### src/rtl/seg_scan_mux_pkg.sv
// Shared definitions for the seven-segment scan controller: polarity helpers,
// the digit-slice macro and parameter legality checks.
`ifndef SEG_SCAN_MUX_PKG_SV
`define SEG_SCAN_MUX_PKG_SV

`define SEG_SCAN_DIGIT(vec, k, w) vec[(k)*(w) +: (w)]

package seg_scan_mux_pkg;

   function automatic logic en_on_level(input bit activeLow);
      return activeLow ? 1'b0 : 1'b1;
   endfunction

   function automatic bit refresh_div_legal(input int div);
      return div >= 2;
   endfunction

   function automatic bit num_digits_legal(input int n);
      return (n >= 2) && (n <= 8);
   endfunction

endpackage

`endif

### src/rtl/seg_scan_mux_prescaler.sv
// Modulo-DIV free-running counter with a terminal-count flag; shared by the
// scan, blink and debounce blocks.
module scan_prescaler #(
   parameter int DIV = 50000,
   parameter int CNT_W = (DIV > 1) ? $clog2(DIV) : 1
) (
   input  logic             i_clk,
   input  logic             i_rst_n,
   output logic [CNT_W-1:0] o_cnt,
   output logic             o_tc
);

   logic [CNT_W-1:0] cnt_q;
   logic [CNT_W-1:0] cnt_d;

   always_comb begin
      o_tc  = (cnt_q == CNT_W'(DIV - 1));
      cnt_d = o_tc ? '0 : cnt_q + CNT_W'(1);
   end

   always_ff @(posedge i_clk or negedge i_rst_n) begin
      if (!i_rst_n) begin
         cnt_q <= '0;
      end else begin
         cnt_q <= cnt_d;
      end
   end

   assign o_cnt = cnt_q;

endmodule

### src/rtl/seg_scan_mux.sv
// N-digit time-multiplexed seven-segment scanner with frame-coherent input
// shadows, leading-zero blanking and a one-cycle dead time per digit slot.
module seg_scan_mux
   import seg_scan_mux_pkg::*;
#(
   parameter int NUM_DIGITS    = 4,
   parameter int DIGIT_W       = 4,
   parameter int REFRESH_DIV   = 50000,
   parameter int EN_ACTIVE_LOW = 1
) (
   input  logic                            i_clk,
   input  logic                            i_rst_n,
   input  logic [NUM_DIGITS*DIGIT_W-1:0]   i_digits,
   input  logic [NUM_DIGITS-1:0]           i_dp,
   input  logic [NUM_DIGITS-1:0]           i_blank,
   input  logic                            i_lzb,
   output logic [NUM_DIGITS-1:0]           o_en,
   output logic [DIGIT_W-1:0]              o_seg,
   output logic                            o_dp,
   output logic                            o_blank,
   output logic                            o_frame_tick
);

   localparam int   IDX_W  = $clog2(NUM_DIGITS);
   localparam int   CNT_W  = $clog2(REFRESH_DIV);
   localparam logic EN_ON  = en_on_level(EN_ACTIVE_LOW != 0);
   localparam logic EN_OFF = ~EN_ON;

   if (!refresh_div_legal(REFRESH_DIV)) begin : g_bad_div
      $error("seg_scan_mux: REFRESH_DIV must be >= 2");
   end
   if (!num_digits_legal(NUM_DIGITS)) begin : g_bad_digits
      $error("seg_scan_mux: NUM_DIGITS must be in 2..8");
   end

   logic [CNT_W-1:0]              cnt;
   logic                          tc;
   logic [IDX_W-1:0]              idx_q, idx_d;
   logic [NUM_DIGITS*DIGIT_W-1:0] shDigits_q;
   logic [NUM_DIGITS-1:0]         shDp_q, shBlank_q;
   logic                          shLzb_q;
   logic                          loadPend_q;
   logic                          loadNow;
   logic [NUM_DIGITS-1:0]         effBlank;
   logic [NUM_DIGITS-1:0]         en_q, en_d;
   logic [DIGIT_W-1:0]            seg_q, seg_d;
   logic                          dp_q, dp_d, blank_q, blank_d, tick_q;

   scan_prescaler #(
      .DIV   (REFRESH_DIV),
      .CNT_W (CNT_W)
   ) u_prescaler (
      .i_clk   (i_clk),
      .i_rst_n (i_rst_n),
      .o_cnt   (cnt),
      .o_tc    (tc)
   );

   // A digit is leading-zero blanked when it and every more significant digit is zero.
   assign effBlank[0] = shBlank_q[0];
   for (genvar k = 1; k < NUM_DIGITS; k++) begin : g_lzb
      logic zeroFrom;
      if (k == NUM_DIGITS - 1) begin : g_msd
         assign zeroFrom = (`SEG_SCAN_DIGIT(shDigits_q, k, DIGIT_W) == '0);
      end else begin : g_lower
         assign zeroFrom = (`SEG_SCAN_DIGIT(shDigits_q, k, DIGIT_W) == '0) && g_lzb[k+1].zeroFrom;
      end
      assign effBlank[k] = shBlank_q[k] | (shLzb_q & zeroFrom);
   end

   always_comb begin
      loadNow = (tc && (idx_q == IDX_W'(NUM_DIGITS - 1))) || loadPend_q;
      idx_d   = idx_q;
      if (tc) begin
         idx_d = (idx_q == IDX_W'(NUM_DIGITS - 1)) ? '0 : idx_q + IDX_W'(1);
      end
      seg_d   = `SEG_SCAN_DIGIT(shDigits_q, int'(idx_q), DIGIT_W);
      blank_d = effBlank[idx_q];
      dp_d    = shDp_q[idx_q] & ~blank_d;
      // The first cycle of every slot stays dark so the previous digit cannot ghost.
      en_d    = {NUM_DIGITS{EN_OFF}};
      if ((cnt != '0) && !blank_d) begin
         en_d[idx_q] = EN_ON;
      end
   end

   always_ff @(posedge i_clk or negedge i_rst_n) begin
      if (!i_rst_n) begin
         idx_q      <= '0;
         shDigits_q <= '0;
         shDp_q     <= '0;
         shBlank_q  <= '0;
         shLzb_q    <= 1'b0;
         loadPend_q <= 1'b1;
         en_q       <= {NUM_DIGITS{EN_OFF}};
         seg_q      <= '0;
         dp_q       <= 1'b0;
         blank_q    <= 1'b1;
         tick_q     <= 1'b0;
      end else begin
         idx_q      <= idx_d;
         loadPend_q <= 1'b0;
         tick_q     <= loadNow;
         if (loadNow) begin
            shDigits_q <= i_digits;
            shDp_q     <= i_dp;
            shBlank_q  <= i_blank;
            shLzb_q    <= i_lzb;
         end
         en_q    <= en_d;
         seg_q   <= seg_d;
         dp_q    <= dp_d;
         blank_q <= blank_d;
      end
   end

   assign o_en         = en_q;
   assign o_seg        = seg_q;
   assign o_dp         = dp_q;
   assign o_blank      = blank_q;
   assign o_frame_tick = tick_q;

endmodule

### config.mk
export PLATFORM = sky130hd
export DESIGN_NAME = seg_scan_mux
export DESIGN_NICKNAME = d
export VERILOG_FILES = /design/src/rtl/seg_scan_mux_pkg.sv /design/src/rtl/seg_scan_mux_prescaler.sv /design/src/rtl/seg_scan_mux.sv
export SDC_FILE = /design/constraint.sdc
export NUM_CORES = 1
export LEC_CHECK = 0
export CAP_MARGIN = 20
export CORE_MARGIN = 2
export CORE_UTILIZATION = 48
export DETAILED_ROUTE_END_ITERATION = 7
export PLACE_DENSITY = 0.75
export SETUP_SLACK_MARGIN = 0.05
export SLEW_MARGIN = 20
export SYNTH_ARGS = -nofsm -noshare
export SYNTH_HDL_FRONTEND = slang
export SYNTH_SLANG_ARGS = --single-unit
### constraint.sdc
create_clock -name i_clk -period 1.85 [get_ports i_clk]
set_input_delay 0.555 -clock i_clk [delete_from_list [all_inputs] [get_ports i_clk]]
set_output_delay 0.555 -clock i_clk [all_outputs]
set_load 0.01 [all_outputs]
# == Word level (Yosys, flattened, before mapping) ==
# Cells that the tools add are included.
# totals
regBits,55
in_bits,27
out_inout_bits,11
wordCells,48
# op_classes
add_sub_neg,2
magnitude_cmp,2
n_eq_ne,2
shifts,1
muxes,9
n_bitwise,9
n_reduce_logical,11
# ops
operator,count
16-bit by 1-bit adder with 16-bit output (second input constant),1
16-bit equality test (second input constant),1
16-bit two-way mux,1
16-bit nonzero test,1
16-bit by 5-bit indexed part select with 4-bit output,1
4-bit zero test,3
1-bit logical AND,5
1-bit bitwise AND,4
1-bit binary-select mux with 2-bit select,2
4-bit two-way mux,1
4-bit inverter,1
2-bit by 3-bit less-than comparator with 1-bit output (second input constant),1
1-bit two-way mux,3
1-bit OR,3
2-bit by 1-bit adder with 2-bit output (second input constant),1
1-bit demux with 2-bit select,1
2-bit equality test (second input constant),1
2-bit by 1-bit >= comparator with 1-bit output (second input constant),1
2-bit two-way mux,1
1-bit zero test,1
1-bit logical OR,1
1-bit inverter,1

# == Longest topological paths before layout ==
# depth
word_depth,10
ltp_mapped,6

# == Modules after synthesis ==
# Synthesis repeated with hierarchy kept, for this count alone.
# unflattened
cells_unflattened,176
hier_area_um2,2447.3
# modules_own_cells
module,n_inst,cells_each,area_per_inst_um2,seq_area_each_um2
seg_scan_mux,1,109,1685.4,983.4
scan_prescaler,1,67,762.0,400.4

# == Worst setup path after synthesis ==
# No wires, ideal clock.
# synth_timing
path_kind,register -> register
startpoint,"register u_prescaler.cnt_q[0], in the netlist u_prescaler.o_cnt[0]"
endpoint,register shBlank_q[2]
setup_ns,0.125
arrival_ns,1.894
path_slack_ns,-0.168
path_stages_with_launch,6
n_path_buf,1
cell_sequence,dfrtp_1 > ha_1 > nand3_1 > o41ai_4 > buf_6 > mux2_2
# synth_via
elab_chain_cells,3
# synth_lines
element,line,source
"start, declared",seg_scan_mux_prescaler.sv:13,logic [CNT_W-1:0] cnt_q;
"start signal, assigned",seg_scan_mux_prescaler.sv:25,cnt_q <= cnt_d;
16-bit equality test,seg_scan_mux_prescaler.sv:17,o_tc = (cnt_q == CNT_W'(DIV - 1));
1-bit logical AND,seg_scan_mux.sv:72,loadNow = (tc && (idx_q == IDX_W'(NUM_DIGITS - 1))) || loadPend_q;
1-bit logical OR,seg_scan_mux.sv:72,
"end signal, assigned",seg_scan_mux.sv:107,shBlank_q <= i_blank;
"end, declared",seg_scan_mux.sv:40,"logic [NUM_DIGITS-1:0] shDp_q, shBlank_q;"
# No other way between the ends.
# A chain may end at the register's enable or synchronous reset.

# == Worst setup path in the final report ==
# layout_timing
startpoint,"register u_prescaler.cnt_q[11], in the netlist u_prescaler.o_cnt[11]"
endpoint,register shBlank_q[0]
# The elaborated chain is that of the path after synthesis.

==> run summary <==
failing checks - negative setup slack
Routed WL per cell - 15.4 microns
die outline height - 75.3 microns
Site Rows - 25
Tmin final - 1.94 ns
nets - 277
initial drt markers - 43
GR Overflow Total - 0
Post-Syn Area - 0.00244 sq mm
Clock Power Share - 30.0%
HPWL after DPL - 3.31 mm
FF+latch count, synth - 55
maxcap violations - 0
Avg Cell Area, Syn - 13.5 sq um
final setup violation count - 25
register area share after synthesis - 56.8%
layout cells sized above 1 - 35.1%
clk_lat worst skew - 0.32 ns
Die ar. - 0.00566 sq mm
total power - 2270 uW
Max rail drop VDD - 0.000663 V
overall routing resource usage - 18.2%
CTS H-tree lvls - 2
CTS tree - yes
initial antenna violation count - 0
area leader, netlist - dfrtp_1
Synth Net Count - 214
setup ws final - -0.0850 ns
Hold WS - 0.218 ns
P_sw - 551 uW
CP cell instances - nor4_4 > nand3_2 > o41ai_4 > buf_4 > buf_12 > mux2_2
outcome - finished, violations left
Min-Delay Path Class - in2async
worst r2r src - u_prescaler.o_cnt[11]
crit-path max FO - 13
antenna-violating nets left - 0
Layout area overhead - 35.5%
Pleak - 0.00141 uW
Die X - 75.3 microns
Tcrit/Tclk final - 105%
largest net degree at the start of global routing - 56
DRC - 0
CTS max path bufs - 2
placed insts - 300
max incr delay on CP - 0.42 ns
crit path kind - reg2reg
Synth top area share - 50.3%
gpl congestion - 0.814
Max Slew Vio Count - 0
clk root buf - clkbuf_8
PwrDens - 688 mW/mm^2
Port Buffers - 37
Core Area - 0.00482 sq mm
ant diodes - 0
vias after detailed routing - 1624
Critical Path RT - 2.06 ns
Sw Share - 24.2%
clock skew - 0.0109 ns
CP Launch Type - flop
CTS buffer count - 5
Worst R2R Path Depth - 6
DR pass1 iterations - 4
Clk pin slew, worst setup/hold paths - 0.10 ns
final WL - 4.81 mm
fillers - 372
Fin Setup TNS - -1.77 ns
highest attainable clock frequency - 517 MHz
slowest cell on the critical path - dfrtp_1
Logic pwr share - 11.8%
first-pass GRT wire length - 7.55 mm
cts hold-fix bufs - 0
initial core utilization - 50.6%
unrepaired setup endpoints after global routing - yes
post-synth cell types - 32
Fin. Hold Viols - 0
CP arrival - 2.14 ns
share of power burned in registers - 58.2%
r2r endpoint - shBlank_q[0]
IO Count - 38
clk sinks - 55
DR vias/cell - 5.21
Synth Instances - 181
Worst setup EP type - flop
Int Pwr - 1720 uW
Synth warnings - 0
Area contributors post-synth - dfrtp_1 50%, mux2_2 12%, dfstp_2 6.5%
r2r setup slk - -0.09 ns
number of global-route vias before repair - 1608
Finished Layout Cells - 312
critical path: cells and delay by family, from the launching register on:
| kind | cells | cell delay (ns) |
|---|---|---|
| buffers and inverters | 2 | 0.35 |
| muxes | 1 | 0.34 |
| DFF | 1 | 0.42 |
| AOI/OAI and AO/OA | 1 | 0.21 |
| and+or+nand+nor | 2 | 0.51 |
worst max-delay path by stage:
stage	from	endpoint	slack [ns]	depth (start not counted)
after detailed placement	u_prescaler.o_cnt[11]	idx_q[0]	-0.09	5
final	u_prescaler.o_cnt[11]	shBlank_q[0]	-0.09	6
after global routing	u_prescaler.o_cnt[11]	shBlank_q[3]	-0.14	6
after floorplan	u_prescaler.o_cnt[11]	shBlank_q[2]	-0.12	5
after global placement	u_prescaler.o_cnt[11]	idx_q[0]	-0.04	5
after CTS	u_prescaler.o_cnt[11]	shDp_q[1]	-0.07	5
state kept, by name, indices dropped and copies added, names as in the netlist:
signal / count
shLzb_q: 1
o_frame_tick: 1
shDp_q: 4
loadPend_q: 1
u_prescaler.o_cnt: 16
o_seg: 4
idx_q: 2
o_blank: 1
shBlank_q: 4
o_en: 4
o_dp: 1
shDigits_q: 16
layer usage:
layer  GRT usage, %  routed length (microns)  up-vias  part of all wire, %
li1               -                        -      770                    -
met1           24.9                     2070      814                   43
met2           28.6                     2490       33                   52
met3           4.02                      167        7                  3.5
met4           7.02                       76        0                  1.6
met5              0                        0        -                    0
power groups by stage:
stage                     sequential [uW]  clock (uW)  combinational [uW]
final                                1320         682                 269
after global placement               1340           0                 246
after floorplan                      1340           0                 103
after CTS                            1320         703                 254
after global routing                 1330         751                 292
after detailed placement             1340           0                 252
what timing repair did:
action | in CTS | in global routing
resized for setup | 15 | 14
pin swaps | 0 | 3
buffers inserted | 1 | 2
gates cloned | 0 | 1
setup endpoints to repair | 46 | 40
synth_stat cells:
cell,count
clkbuf_1,2
nand2_1,8
nand4_1,7
and3_1,1
and4_1,2
or4b_2,1
a21oi_1,2
buf_6,2
or4_1,4
xor2_1,7
inv_1,7
nor2b_1,1
dfrtp_1,49
nor4_4,1
xnor2_1,5
o41ai_4,1
mux2_2,26
nor3_1,3
o31ai_1,4
or2_2,1
nand3_2,1
mux2_1,1
conb_1,1
nand3_1,5
nor2_1,14
nor4_1,3
o311ai_1,1
nor4b_1,2
ha_1,6
buf_2,2
dfstp_2,6
mux4_2,5
cells in the final DEF (no fill, tap or decap), types with 4 or more instances in the layout:
master / Yosys / routed
clkdlybuf4s50_1: 0 / 30
inv_1: 7 / 7
mux2_4: 0 / 8
nand2_1: 8 / 8
mux4_2: 5 / 5
mux2_2: 26 / 18
ha_1: 6 / 5
buf_4: 0 / 20
xnor2_1: 5 / 5
nand4_1: 7 / 7
dfrtp_1: 49 / 48
clkbuf_8: 0 / 5
xor2_1: 7 / 7
or4_1: 4 / 4
dlygate4sd2_1: 0 / 5
dfstp_2: 6 / 6
nor2_1: 14 / 14
cells by family after synthesis:
logic type / Yosys count / synth area share, %
other: 1 / 0.154
xor gates and xnor gates: 12 / 4.31
DFF: 55 / 56.8
and+or+nand+nor: 54 / 12.7
buffers and inverters: 13 / 2.72
AOI/OAI and AO/OA: 8 / 3.13
adders and majority gates: 6 / 3.08
muxes: 32 / 17.1
per-stage QoR:
step / cell area (sq um) / util [%] / worst slack, ns
after detailed placement: 3050 / 63.4 / -0.0930
after CTS: 3200 / 66.5 / -0.0663
after global routing: 3300 / 68.6 / -0.143
after global placement: 3050 / 63.4 / -0.0440
final: 3300 / 68.6 / -0.0850
after floorplan: 2460 / - / -0.119
cell type report:
cell class | count | area (sq um) | area share, %
flip-flops and latches | 55 | 1390 | 41.9
clock buffers | 5 | 68.8 | 2.08
clock inverters | 3 | 23.8 | 0.720
inverters | 7 | 26.3 | 0.795
well taps | 67 | 83.8 | 2.54
repair buffers | 62 | 599 | 18.1
multi-input cells | 113 | 1120 | 33.8
Power figures use the tool's default switching activity.
